## config.mk

```make
export PLATFORM = sky130hd
export DESIGN_NAME = riscv_run_ctrl_flat
export DESIGN_NICKNAME = d
export VERILOG_FILES = /design/src/rtl/riscv_run_ctrl_if.sv /design/src/rtl/riscv_run_ctrl.sv /design/src/flat_wrapper.sv
export SDC_FILE = /design/constraint.sdc
export NUM_CORES = 1
export LEC_CHECK = 0
export CORE_ASPECT_RATIO = 1.1
export CORE_MARGIN = 5
export CORE_UTILIZATION = 38
export DETAILED_ROUTE_END_ITERATION = 16
export PLACE_DENSITY = 0.7
export SYNTH_ARGS = -nofsm -noshare
export SYNTH_HDL_FRONTEND = slang
export SYNTH_SLANG_ARGS = --single-unit
```

## constraint.sdc

```tcl
create_clock -name clk -period 3.39 [get_ports clk]
set_input_delay 0.8475 -clock clk [delete_from_list [all_inputs] [get_ports clk]]
set_output_delay 0.8475 -clock clk [all_outputs]
set_load 0.05 [all_outputs]
```

## src/rtl/riscv_run_ctrl_if.sv

```systemverilog
// riscv_run_ctrl_if: bundle between the run controller and its environment.
// Carries the run handshake, the core snoop signals (pc / register-file write
// port), the core reset and the run status.
// Optional: RUN_CTRL_EXPECT_EN adds expected/pass/fail.
interface riscv_run_ctrl_if #(
  parameter int XLEN  = 32,
  parameter int CNT_W = 16
);
  logic             start;
  logic [XLEN-1:0]  pc;
  logic             rf_we;
  logic [4:0]       rf_waddr;
  logic [XLEN-1:0]  rf_wdata;
  logic             core_reset;
  logic             busy;
  logic             done;
  logic             timed_out;
  logic [XLEN-1:0]  result;
  logic             result_valid;
  logic [CNT_W-1:0] cycles;
`ifdef RUN_CTRL_EXPECT_EN
  logic [XLEN-1:0]  expected;
  logic             pass;
  logic             fail;

  modport master (
    output start, pc, rf_we, rf_waddr, rf_wdata, expected,
    input  core_reset, busy, done, timed_out, result, result_valid, cycles, pass, fail
  );
  modport slave (
    input  start, pc, rf_we, rf_waddr, rf_wdata, expected,
    output core_reset, busy, done, timed_out, result, result_valid, cycles, pass, fail
  );
`else
  modport master (
    output start, pc, rf_we, rf_waddr, rf_wdata,
    input  core_reset, busy, done, timed_out, result, result_valid, cycles
  );
  modport slave (
    input  start, pc, rf_we, rf_waddr, rf_wdata,
    output core_reset, busy, done, timed_out, result, result_valid, cycles
  );
`endif
endinterface

```

## src/rtl/riscv_run_ctrl.sv

```systemverilog
// riscv_run_ctrl: run controller for the single-cycle RISC-V core.
// On start it holds the core in reset for RST_CYCLES, then lets it run while
// snooping the register-file write port for RESULT_REG. The run ends when the
// PC stays unchanged for HALT_STABLE cycles (halt) or after MAX_CYCLES RUN
// cycles (timeout); halt wins when both happen on the same edge.
// Optional: RUN_CTRL_EXPECT_EN adds expected input and pass/fail outputs.
module riscv_run_ctrl #(
  parameter int XLEN        = 32,
  parameter int RESULT_REG  = 28,
  parameter int RST_CYCLES  = 2,
  parameter int MAX_CYCLES  = 100,
  parameter int HALT_STABLE = 4,
  parameter int CNT_W       = 16
) (
  input logic            clk,
  input logic            reset,
  riscv_run_ctrl_if.slave bus
);

  localparam int ST_W = $clog2(HALT_STABLE + 1);
  localparam int RC_W = (RST_CYCLES > 1) ? $clog2(RST_CYCLES) : 1;

  localparam logic [4:0]       RES_ADDR   = 5'(RESULT_REG);
  localparam logic [CNT_W-1:0] MAX_CNT    = CNT_W'(MAX_CYCLES);
  localparam logic [ST_W-1:0]  HALT_CNT   = ST_W'(HALT_STABLE);
  localparam logic [RC_W-1:0]  RC_LAST    = RC_W'(RST_CYCLES - 1);
  localparam bit               CAPTURE_EN = (RESULT_REG != 0);

  typedef enum logic [1:0] {
    S_IDLE,
    S_RESET_CORE,
    S_RUN,
    S_DONE
  } state_t;

  state_t           state_q, state_d;
  logic [RC_W-1:0]  rst_cnt_q, rst_cnt_d;
  logic [XLEN-1:0]  pc_q, pc_d;
  logic [ST_W-1:0]  stable_q, stable_d;
  logic [CNT_W-1:0] cycles_q, cycles_d;
  logic [XLEN-1:0]  result_q, result_d;
  logic             result_valid_q, result_valid_d;
  logic             done_q, done_d;
  logic             timed_out_q, timed_out_d;
  logic             busy_q, busy_d;
  logic             core_reset_q, core_reset_d;
  logic             halt, tmo;
`ifdef RUN_CTRL_EXPECT_EN
  logic             pass_q, pass_d;
  logic             fail_q, fail_d;
`endif

  // Next-state and next-output computation for the run FSM.
  always_comb begin
    state_d        = state_q;
    rst_cnt_d      = rst_cnt_q;
    pc_d           = pc_q;
    stable_d       = stable_q;
    cycles_d       = cycles_q;
    result_d       = result_q;
    result_valid_d = result_valid_q;
    done_d         = done_q;
    timed_out_d    = timed_out_q;
    busy_d         = busy_q;
    core_reset_d   = core_reset_q;
    halt           = 1'b0;
    tmo            = 1'b0;
`ifdef RUN_CTRL_EXPECT_EN
    pass_d         = pass_q;
    fail_d         = fail_q;
`endif

    unique case (state_q)
      S_IDLE, S_DONE: begin
        if (bus.start) begin
          state_d        = S_RESET_CORE;
          rst_cnt_d      = '0;
          stable_d       = '0;
          cycles_d       = '0;
          result_d       = '0;
          result_valid_d = 1'b0;
          done_d         = 1'b0;
          timed_out_d    = 1'b0;
          busy_d         = 1'b1;
          core_reset_d   = 1'b1;
`ifdef RUN_CTRL_EXPECT_EN
          pass_d         = 1'b0;
          fail_d         = 1'b0;
`endif
        end
      end

      S_RESET_CORE: begin
        if (rst_cnt_q == RC_LAST) begin
          state_d      = S_RUN;
          core_reset_d = 1'b0;
        end else begin
          rst_cnt_d = rst_cnt_q + RC_W'(1);
        end
      end

      S_RUN: begin
        cycles_d = cycles_q + CNT_W'(1);
        pc_d     = bus.pc;
        // cycles_q == 0 marks the first RUN cycle: pc_q is stale there.
        if (cycles_q == '0) begin
          stable_d = '0;
        end else if (bus.pc == pc_q) begin
          stable_d = stable_q + ST_W'(1);
        end else begin
          stable_d = '0;
        end

        if (CAPTURE_EN && bus.rf_we && (bus.rf_waddr == RES_ADDR)) begin
          result_d       = bus.rf_wdata;
          result_valid_d = 1'b1;
        end

        halt = (stable_d == HALT_CNT);
        tmo  = (cycles_d == MAX_CNT);
        if (halt || tmo) begin
          state_d      = S_DONE;
          done_d       = 1'b1;
          timed_out_d  = !halt;
          busy_d       = 1'b0;
          core_reset_d = 1'b1;
`ifdef RUN_CTRL_EXPECT_EN
          // Verdict uses the values being committed on this edge, so a
          // result written in the final cycle is judged too.
          pass_d = halt && result_valid_d && (result_d == bus.expected);
          fail_d = !(halt && result_valid_d && (result_d == bus.expected));
`endif
        end
      end

      default: state_d = S_IDLE;
    endcase
  end

  // State and registered outputs; reset holds the core in reset.
  always_ff @(posedge clk or posedge reset) begin
    if (reset) begin
      state_q        <= S_IDLE;
      rst_cnt_q      <= '0;
      pc_q           <= '0;
      stable_q       <= '0;
      cycles_q       <= '0;
      result_q       <= '0;
      result_valid_q <= 1'b0;
      done_q         <= 1'b0;
      timed_out_q    <= 1'b0;
      busy_q         <= 1'b0;
      core_reset_q   <= 1'b1;
`ifdef RUN_CTRL_EXPECT_EN
      pass_q         <= 1'b0;
      fail_q         <= 1'b0;
`endif
    end else begin
      state_q        <= state_d;
      rst_cnt_q      <= rst_cnt_d;
      pc_q           <= pc_d;
      stable_q       <= stable_d;
      cycles_q       <= cycles_d;
      result_q       <= result_d;
      result_valid_q <= result_valid_d;
      done_q         <= done_d;
      timed_out_q    <= timed_out_d;
      busy_q         <= busy_d;
      core_reset_q   <= core_reset_d;
`ifdef RUN_CTRL_EXPECT_EN
      pass_q         <= pass_d;
      fail_q         <= fail_d;
`endif
    end
  end

  assign bus.core_reset   = core_reset_q;
  assign bus.busy         = busy_q;
  assign bus.done         = done_q;
  assign bus.timed_out    = timed_out_q;
  assign bus.result       = result_q;
  assign bus.result_valid = result_valid_q;
  assign bus.cycles       = cycles_q;
`ifdef RUN_CTRL_EXPECT_EN
  assign bus.pass         = pass_q;
  assign bus.fail         = fail_q;
`endif

endmodule
```

## src/flat_wrapper.sv

```systemverilog
// flat-port wrapper written by rule: the top's interface ports become plain ports
module riscv_run_ctrl_flat 
#(
  parameter int XLEN        = 32,
  parameter int RESULT_REG  = 28,
  parameter int RST_CYCLES  = 2,
  parameter int MAX_CYCLES  = 100,
  parameter int HALT_STABLE = 4,
  parameter int CNT_W       = 16
)
  (clk, reset, bus_start, bus_pc, bus_rf_we, bus_rf_waddr, bus_rf_wdata, bus_core_reset, bus_busy, bus_done, bus_timed_out, bus_result, bus_result_valid, bus_cycles);
  riscv_run_ctrl_if #(.XLEN(XLEN), .CNT_W(CNT_W)) bus_i ();
  input logic clk;
  input logic reset;
  input wire logic [$bits(bus_i.start)-1:0] bus_start;
  input wire logic [$bits(bus_i.pc)-1:0] bus_pc;
  input wire logic [$bits(bus_i.rf_we)-1:0] bus_rf_we;
  input wire logic [$bits(bus_i.rf_waddr)-1:0] bus_rf_waddr;
  input wire logic [$bits(bus_i.rf_wdata)-1:0] bus_rf_wdata;
  output wire logic [$bits(bus_i.core_reset)-1:0] bus_core_reset;
  output wire logic [$bits(bus_i.busy)-1:0] bus_busy;
  output wire logic [$bits(bus_i.done)-1:0] bus_done;
  output wire logic [$bits(bus_i.timed_out)-1:0] bus_timed_out;
  output wire logic [$bits(bus_i.result)-1:0] bus_result;
  output wire logic [$bits(bus_i.result_valid)-1:0] bus_result_valid;
  output wire logic [$bits(bus_i.cycles)-1:0] bus_cycles;
  assign bus_i.start = bus_start;
  assign bus_i.pc = bus_pc;
  assign bus_i.rf_we = bus_rf_we;
  assign bus_i.rf_waddr = bus_rf_waddr;
  assign bus_i.rf_wdata = bus_rf_wdata;
  assign bus_core_reset = bus_i.core_reset;
  assign bus_busy = bus_i.busy;
  assign bus_done = bus_i.done;
  assign bus_timed_out = bus_i.timed_out;
  assign bus_result = bus_i.result;
  assign bus_result_valid = bus_i.result_valid;
  assign bus_cycles = bus_i.cycles;
  riscv_run_ctrl #(.XLEN(XLEN), .RESULT_REG(RESULT_REG), .RST_CYCLES(RST_CYCLES), .MAX_CYCLES(MAX_CYCLES), .HALT_STABLE(HALT_STABLE), .CNT_W(CNT_W)) u_core (.clk(clk), .reset(reset), .bus(bus_i));
endmodule
```

==> impl_metrics.json, run 1 <==
{
  "firstDrtPassIters": 4,
  "maxCapViolations": 0,
  "drv_slew": 0,
  "max_freq_ghz": 0.3758,
  "finalSetupTns_ns": 0,
  "synth_seq_cells": 91,
  "die_area_um2": 14380,
  "grt_pass1_wl_mm": 19.31,
  "hold_ws_ns": 0.5036,
  "layout_commonest_cell": "clkdlybuf4s50_1",
  "synth_top_cell_by_area": "dfrtp_1",
  "rows": 42,
  "avgViaCountPerCell": 5.358,
  "rsz0062_at_grt": "false",
  "antenna_cells": 0,
  "fin_util": 0.5256,
  "h-tree-depth": 3,
  "area_delta_synth_final_pct": 36.58,
  "netlist_instances": 408,
  "critical_path_depth": 1,
  "path_buf_inv": 1,
  "layout_common_cells": "clkdlybuf4s50_1 (125), dfrtp_1 (90), a22o_1 (34), mux2_2 (32), o21ai_0 (27)",
  "path_clk_slew_ns": 0.07,
  "startpoint_type": "flop",
  "globalplace.congestion": 0.8112,
  "syn_area_per_cell_um2": 11.25,
  "hp-class": "reg -> reg",
  "slew_headroom": 0.6234,
  "cts_setup_buffers": 0,
  "synth_nets": 488,
  "cts-root-buf": "clkbuf_16",
  "ctsHoldBuffers": 0,
  "final_nets": 606,
  "place_area_um2": 5983,
  "min_path_cells": 1,
  "fp.dieH_um": 125.3,
  "critical_path_class": "reg -> out",
  "post_drt_wl_per_cell_um": 16.52,
  "cts_tree": "done",
  "yosysWarnings": 0,
  "crit_path_top_delay_cell": "clkdlybuf4s50_1",
  "r2r_end": "u_core.bus.done",
  "fin_crit_ns": 2.661,
  "synth.top_cells.by_area": "dfrtp_1 (49%), mux2_2 (7.8%), a22o_1 (6.5%), xor2_1 (3.8%), xnor2_1 (3.6%)",
  "core-area_um2": 11930,
  "cp_max_fo": 10,
  "drive_above_1_share": 0.1356,
  "synth_edf_count": 0,
  "finalHoldViolCount": 0,
  "cpLargestDelayFamily": "buffers and inverters",
  "cts.sinks": 91,
  "clock-skew-final_ns": 0.01142,
  "reg2regPathDepth": 7,
  "clkLatencyLatePin_ns": 0.34,
  "hold_end": "u_core.bus.result[15]",
  "cts_buffers": 9,
  "synth_cell_types": 55,
  "via_count": 3670,
  "cp.required_ns": 2.54,
  "grt_pass1_vias": 3908,
  "grt_overflow_total": 0,
  "dieWidth_um": 114.8,
  "powerDensity_nw_per_um2": 458.1,
  "power.leakage_uw": 0.002602,
  "worst_ep_arrival_time_ns": 1.81,
  "initial_core_util": 0.3848,
  "cts_resized": 0,
  "synth_top_area_share": 0.4906,
  "ff2ff_setup_slack_ns": 0.83,
  "hold_start": "u_core.bus.result[15]",
  "fillCellCount": 1060,
  "final_cell_area_um2": 6270,
  "grt_max_degree": 40,
  "finalCritPeriodShare": 0.7851,
  "peakVddDrop_v": 0.0002892,
  "drt-total-wl_mm": 11.31,
  "io_pins": 126,
  "post-dp-hpwl_mm": 8.373,
  "io_buffer_count": 125,
  "tightest_slew_ns": 0.5631,
  "synthFlopType": "dfrtp_1",
  "cts_max_path_buffers": 2,
  "timing.rr.start": "u_core.bus.cycles[0]",
  "max_stage_delay_ns": 0.89,
  "cp-end-kind": "primary output",
  "grt.total_usage": 0.1664,
  "crit_path_cell_trace": "clkdlybuf4s50_1",
  "yosysSeqAreaShare": 0.4963,
  "drc": 0,
  "status": "complete, no violations",
  "synth-async-reset-ratio": 1.000,
  "antenna_found_initial": 0,
  "ant_nets": 0,
  "drt_iter0_drc": 180,
  "setup_viol": 0,
  "synthesis.area_um2": 4591
}
[sequential cells by signal, summed over array words and instances, names as in the netlist]
name	flops
u_core.bus.cycles	16
u_core.bus.result_valid	1
u_core.bus.timed_out	1
u_core.bus.core_reset	1
u_core.bus.done	1
u_core.rst_cnt_q	1
u_core.pc_q	32
u_core.bus.busy	1
u_core.bus.result	32
u_core.state_q	2
u_core.stable_q	3
[metal layers]
layer	wire [um]	vias up	part of all wire	GRT usage
li1	-	1734	-	-
met1	4553	1831	0.40	0.2027
met2	5978	91	0.53	0.2864
met3	540	14	0.048	0.03190
met4	242	0	0.021	0.06837
met5	0	-	0	0
[through the flow]
step / setup WS, ns / power, uW / instances
after detailed placement: 0.4496 / 1932 / 669
after global routing: 0.6313 / 2991 / 685
after floorplan: 0.1805 / 1643 / 408
after CTS: 0.7160 / 2909 / 685
after global placement: 0.5427 / 1925 / 669
final: 0.7287 / 2872 / 685
[cells in the mapped netlist (all sizes together) (2+ instances only)]
library cell  count
dfrtp            90
nand3            10
inv              10
nand2b            5
xnor2            19
o211ai            2
mux2i             2
or4               3
nor2             17
a211o             2
o2111ai           4
o31ai             2
a21o              4
and3              6
ha                7
buf               9
or3               4
and2              2
xor2             20
nand4            16
a31oi             2
o21ai            27
nand2            23
mux2             32
nor4             13
nor3b             2
or3b              2
a22o             34
nor4b             2
o211a             2
nor3              5
a21oi             5
clkbuf           16
[cell type report]
class,instances,area [um^2],area share
Inverter,10,38.79,0.006186
Timing Repair Buffer,132,1329,0.2119
Tap cell,154,192.7,0.03073
Sequential cell,91,2278,0.3634
Clock inverter,6,47.55,0.007583
Multi-Input combinational cell,282,2145,0.3420
Clock buffer,10,239.0,0.03812
[where the power goes]
part	leakage (uW)	internal, uW	switching (uW)
sequential	0.00113	1180	53.8
combinational	0.00133	288	388
clock	0.000140	525	440
[cells by family after synthesis]
kind of cell | count (synthesis) | synth area share
AND/OR/NAND/NOR | 113 | 0.1434
AO/OA/AOI/OAI | 89 | 0.1469
adder cells (fa/ha/maj) | 7 | 0.01908
buffers and inverters | 35 | 0.03706
multiplexers | 34 | 0.08286
flip-flops | 91 | 0.4963
XOR/XNOR | 39 | 0.07441
[worst max-delay path by stage]
stage                               endpoint                 start
after floorplan              u_core.bus.busy                 reset
after global placement       u_core.bus.done            bus_pc[25]
after detailed placement  u_core.stable_q[2]            bus_pc[11]
after CTS                      bus_cycles[5]  u_core.bus.cycles[5]
after global routing         u_core.bus.done  u_core.bus.cycles[0]
final                          bus_cycles[5]  u_core.bus.cycles[5]
Note: power is estimated with default switching activity, not from simulation.
==> inputs of run 2 (changes only) <==
--- a/config.mk
+++ b/config.mk
@@ -9,7 +9,7 @@
 export CORE_MARGIN = 5
 export CORE_UTILIZATION = 38
 export DETAILED_ROUTE_END_ITERATION = 16
-export PLACE_DENSITY = 0.7
+export PLACE_DENSITY = 0.68
 export SYNTH_ARGS = -nofsm -noshare
 export SYNTH_HDL_FRONTEND = slang
 export SYNTH_SLANG_ARGS = --single-unit
==> constraint.sdc (replaced) <==
create_clock -name clk -period 2.45 [get_ports clk]
set_input_delay 0.6125 -clock clk [delete_from_list [all_inputs] [get_ports clk]]
set_output_delay 0.6125 -clock clk [all_outputs]
set_load 0.05 [all_outputs]
==> run 2 against run 1 <==
Flip-flop and latch count stayed put. Sequential share of layout area decreased by 0.82 points. Setup slack got worse by 0.64 ns. Clock power increased by 41%. Count of clock-buffer cells in the layout up 2. Total power up 40%. Non-clock buffer count rose by 19. Via count rose by 0.84%. Design area rose by 2.7%. Register-to-register slack got worse by 0.61 ns. Cell count grew 2.8%. First-iteration DRC count decreased by 20%. Critical endpoint is now bus_cycles[10]. Largest power group unchanged.
==> impl_metrics.json, run 2 (synthesis gave the netlist of run 1 again) <==
{
  "status": "complete, no violations",
  "cts_max_path_buffers": 2,
  "avgViaCountPerCell": 5.257,
  "drc": 0,
  "tightest_slew_ns": 0.5504,
  "crit_path_cell_trace": "clkdlybuf4s50_1",
  "finalHoldViolCount": 0,
  "reg2regPathDepth": 7,
  "ctsHoldBuffers": 0,
  "startpoint_type": "flop",
  "drv_slew": 0,
  "grt_overflow_total": 0,
  "cts_tree": "done",
  "powerDensity_nw_per_um2": 624.7,
  "fp.dieH_um": 125.3,
  "cts_buffers": 9,
  "cp_max_fo": 10,
  "peakVddDrop_v": 0.0005028,
  "cp.required_ns": 1.84,
  "setup_slack_ns": 0.08908,
  "power_uw": 4021,
  "grt_max_degree": 92,
  "min_path_cells": 1,
  "crit_path_top_delay_cell": "clkdlybuf4s50_1",
  "io_pins": 126,
  "io_buffer_count": 125,
  "initial_core_util": 0.3848,
  "antenna_cells": 0,
  "die_area_um2": 14380,
  "firstDrtPassIters": 4,
  "layout_commonest_cell": "clkdlybuf4s50_1",
  "cts-root-buf": "clkbuf_16",
  "cts_resized": 0,
  "h-tree-depth": 3,
  "slew_headroom": 0.6319,
  "grt_pass1_vias": 3750,
  "fillCellCount": 1033,
  "power.leakage_uw": 0.002681,
  "drt_iter0_drc": 144,
  "max_freq_ghz": 0.4236,
  "cts.sinks": 91,
  "post_drt_wl_per_cell_um": 16.06,
  "clkLatencyLatePin_ns": 0.34,
  "dieWidth_um": 114.8,
  "core-area_um2": 11930,
  "clock-skew-final_ns": 0.01004,
  "worst_ep_arrival_time_ns": 1.75,
  "grt.total_usage": 0.1616,
  "cp-end-kind": "primary output",
  "final_nets": 625,
  "drt-total-wl_mm": 11.31,
  "layout_common_cells": "clkdlybuf4s50_1 (125), dfrtp_1 (84), a22o_1 (34), mux2_2 (32), o21ai_0 (27)",
  "rows": 42,
  "dp_slack_ns": -0.1739,
  "via_count": 3701,
  "critical_path_class": "reg -> out",
  "antenna_found_initial": 0,
  "path_buf_inv": 1,
  "multiInputGateArea_um2": 2145,
  "area_delta_synth_final_pct": 40.20,
  "ant_nets": 0,
  "cpLargestDelayFamily": "buffers and inverters",
  "fin_crit_ns": 2.361,
  "setup_viol": 0,
  "cts_setup_buffers": 0,
  "grt_pass1_wl_mm": 18.75,
  "globalplace.congestion": 0.7927,
  "critical_path_depth": 1,
  "hp-class": "reg -> reg",
  "rsz0062_at_grt": "false",
  "maxCapViolations": 0,
  "path_clk_slew_ns": 0.06,
  "post-dp-hpwl_mm": 8.279,
  "finalCritPeriodShare": 0.9636,
  "drive_above_1_share": 0.1709,
  "max_stage_delay_ns": 0.87,
  "seqCellArea_um2": 2286
}
[run 2: cell count changes in the layout (fill, tap and decap cells not counted), sizes merged]
cell,change
buf,+19
bufinv,+1
clkbuf,+2
clkinv,-1
clkinvlp,+1
inv,-3
[run 2: per-stage QoR]
step / instances / instance area (um^2) / hold slack [ns] / setup TNS (ns) / utilization
finish: 704 / 6436 / 0.4821 / 0 / 0.5395
global route: 704 / 6436 / 0.5206 / 0 / 0.5395
CTS: 704 / 6436 / 0.4924 / 0 / 0.5395
detailed placement: 688 / 6148 / 0.4736 / -0.8284 / 0.5154
global placement: 688 / 6148 / 0.4588 / -0.6606 / 0.5154
floorplan: 408 / 4602 / 0.4538 / 0 / -
[run 2: final cells by class]
cell class,instances,area share
Tap cell,154,0.02994
Clock inverter,4,0.007970
Clock buffer,12,0.03674
Sequential cell,91,0.3552
Inverter,10,0.006415
Timing Repair Buffer,151,0.2306
Multi-Input combinational cell,282,0.3332
[run 2: power breakdown]
group	switching (uW)	internal, uW
clock network	566	792
logic	543	415
registers	74.0	1630
[run 2: worst paths after layout]
| path | startpoint | end | slack [ns] |
|---|---|---|---|
| min in group asynchronous | reset | u_core.bus.result[25] | 0.77 |
| worst min-delay path | u_core.bus.result_valid | u_core.bus.result_valid | 0.48 |
| worst min register to register | u_core.bus.result_valid | u_core.bus.result_valid | 0.48 |
| max in group asynchronous | reset | u_core.bus.cycles[1] | 1.29 |
| worst max register to register | u_core.bus.cycles[0] | u_core.bus.done | 0.22 |
| worst max-delay path | u_core.bus.cycles[10] | bus_cycles[10] | 0.09 |
[run 2: routing by layer]
layer,vias up,GRT usage,part of all wire
li1,1772,-,-
met1,1832,0.2121,0.43
met2,86,0.2658,0.51
met3,11,0.03577,0.047
met4,0,0.05041,0.015
met5,-,0,0
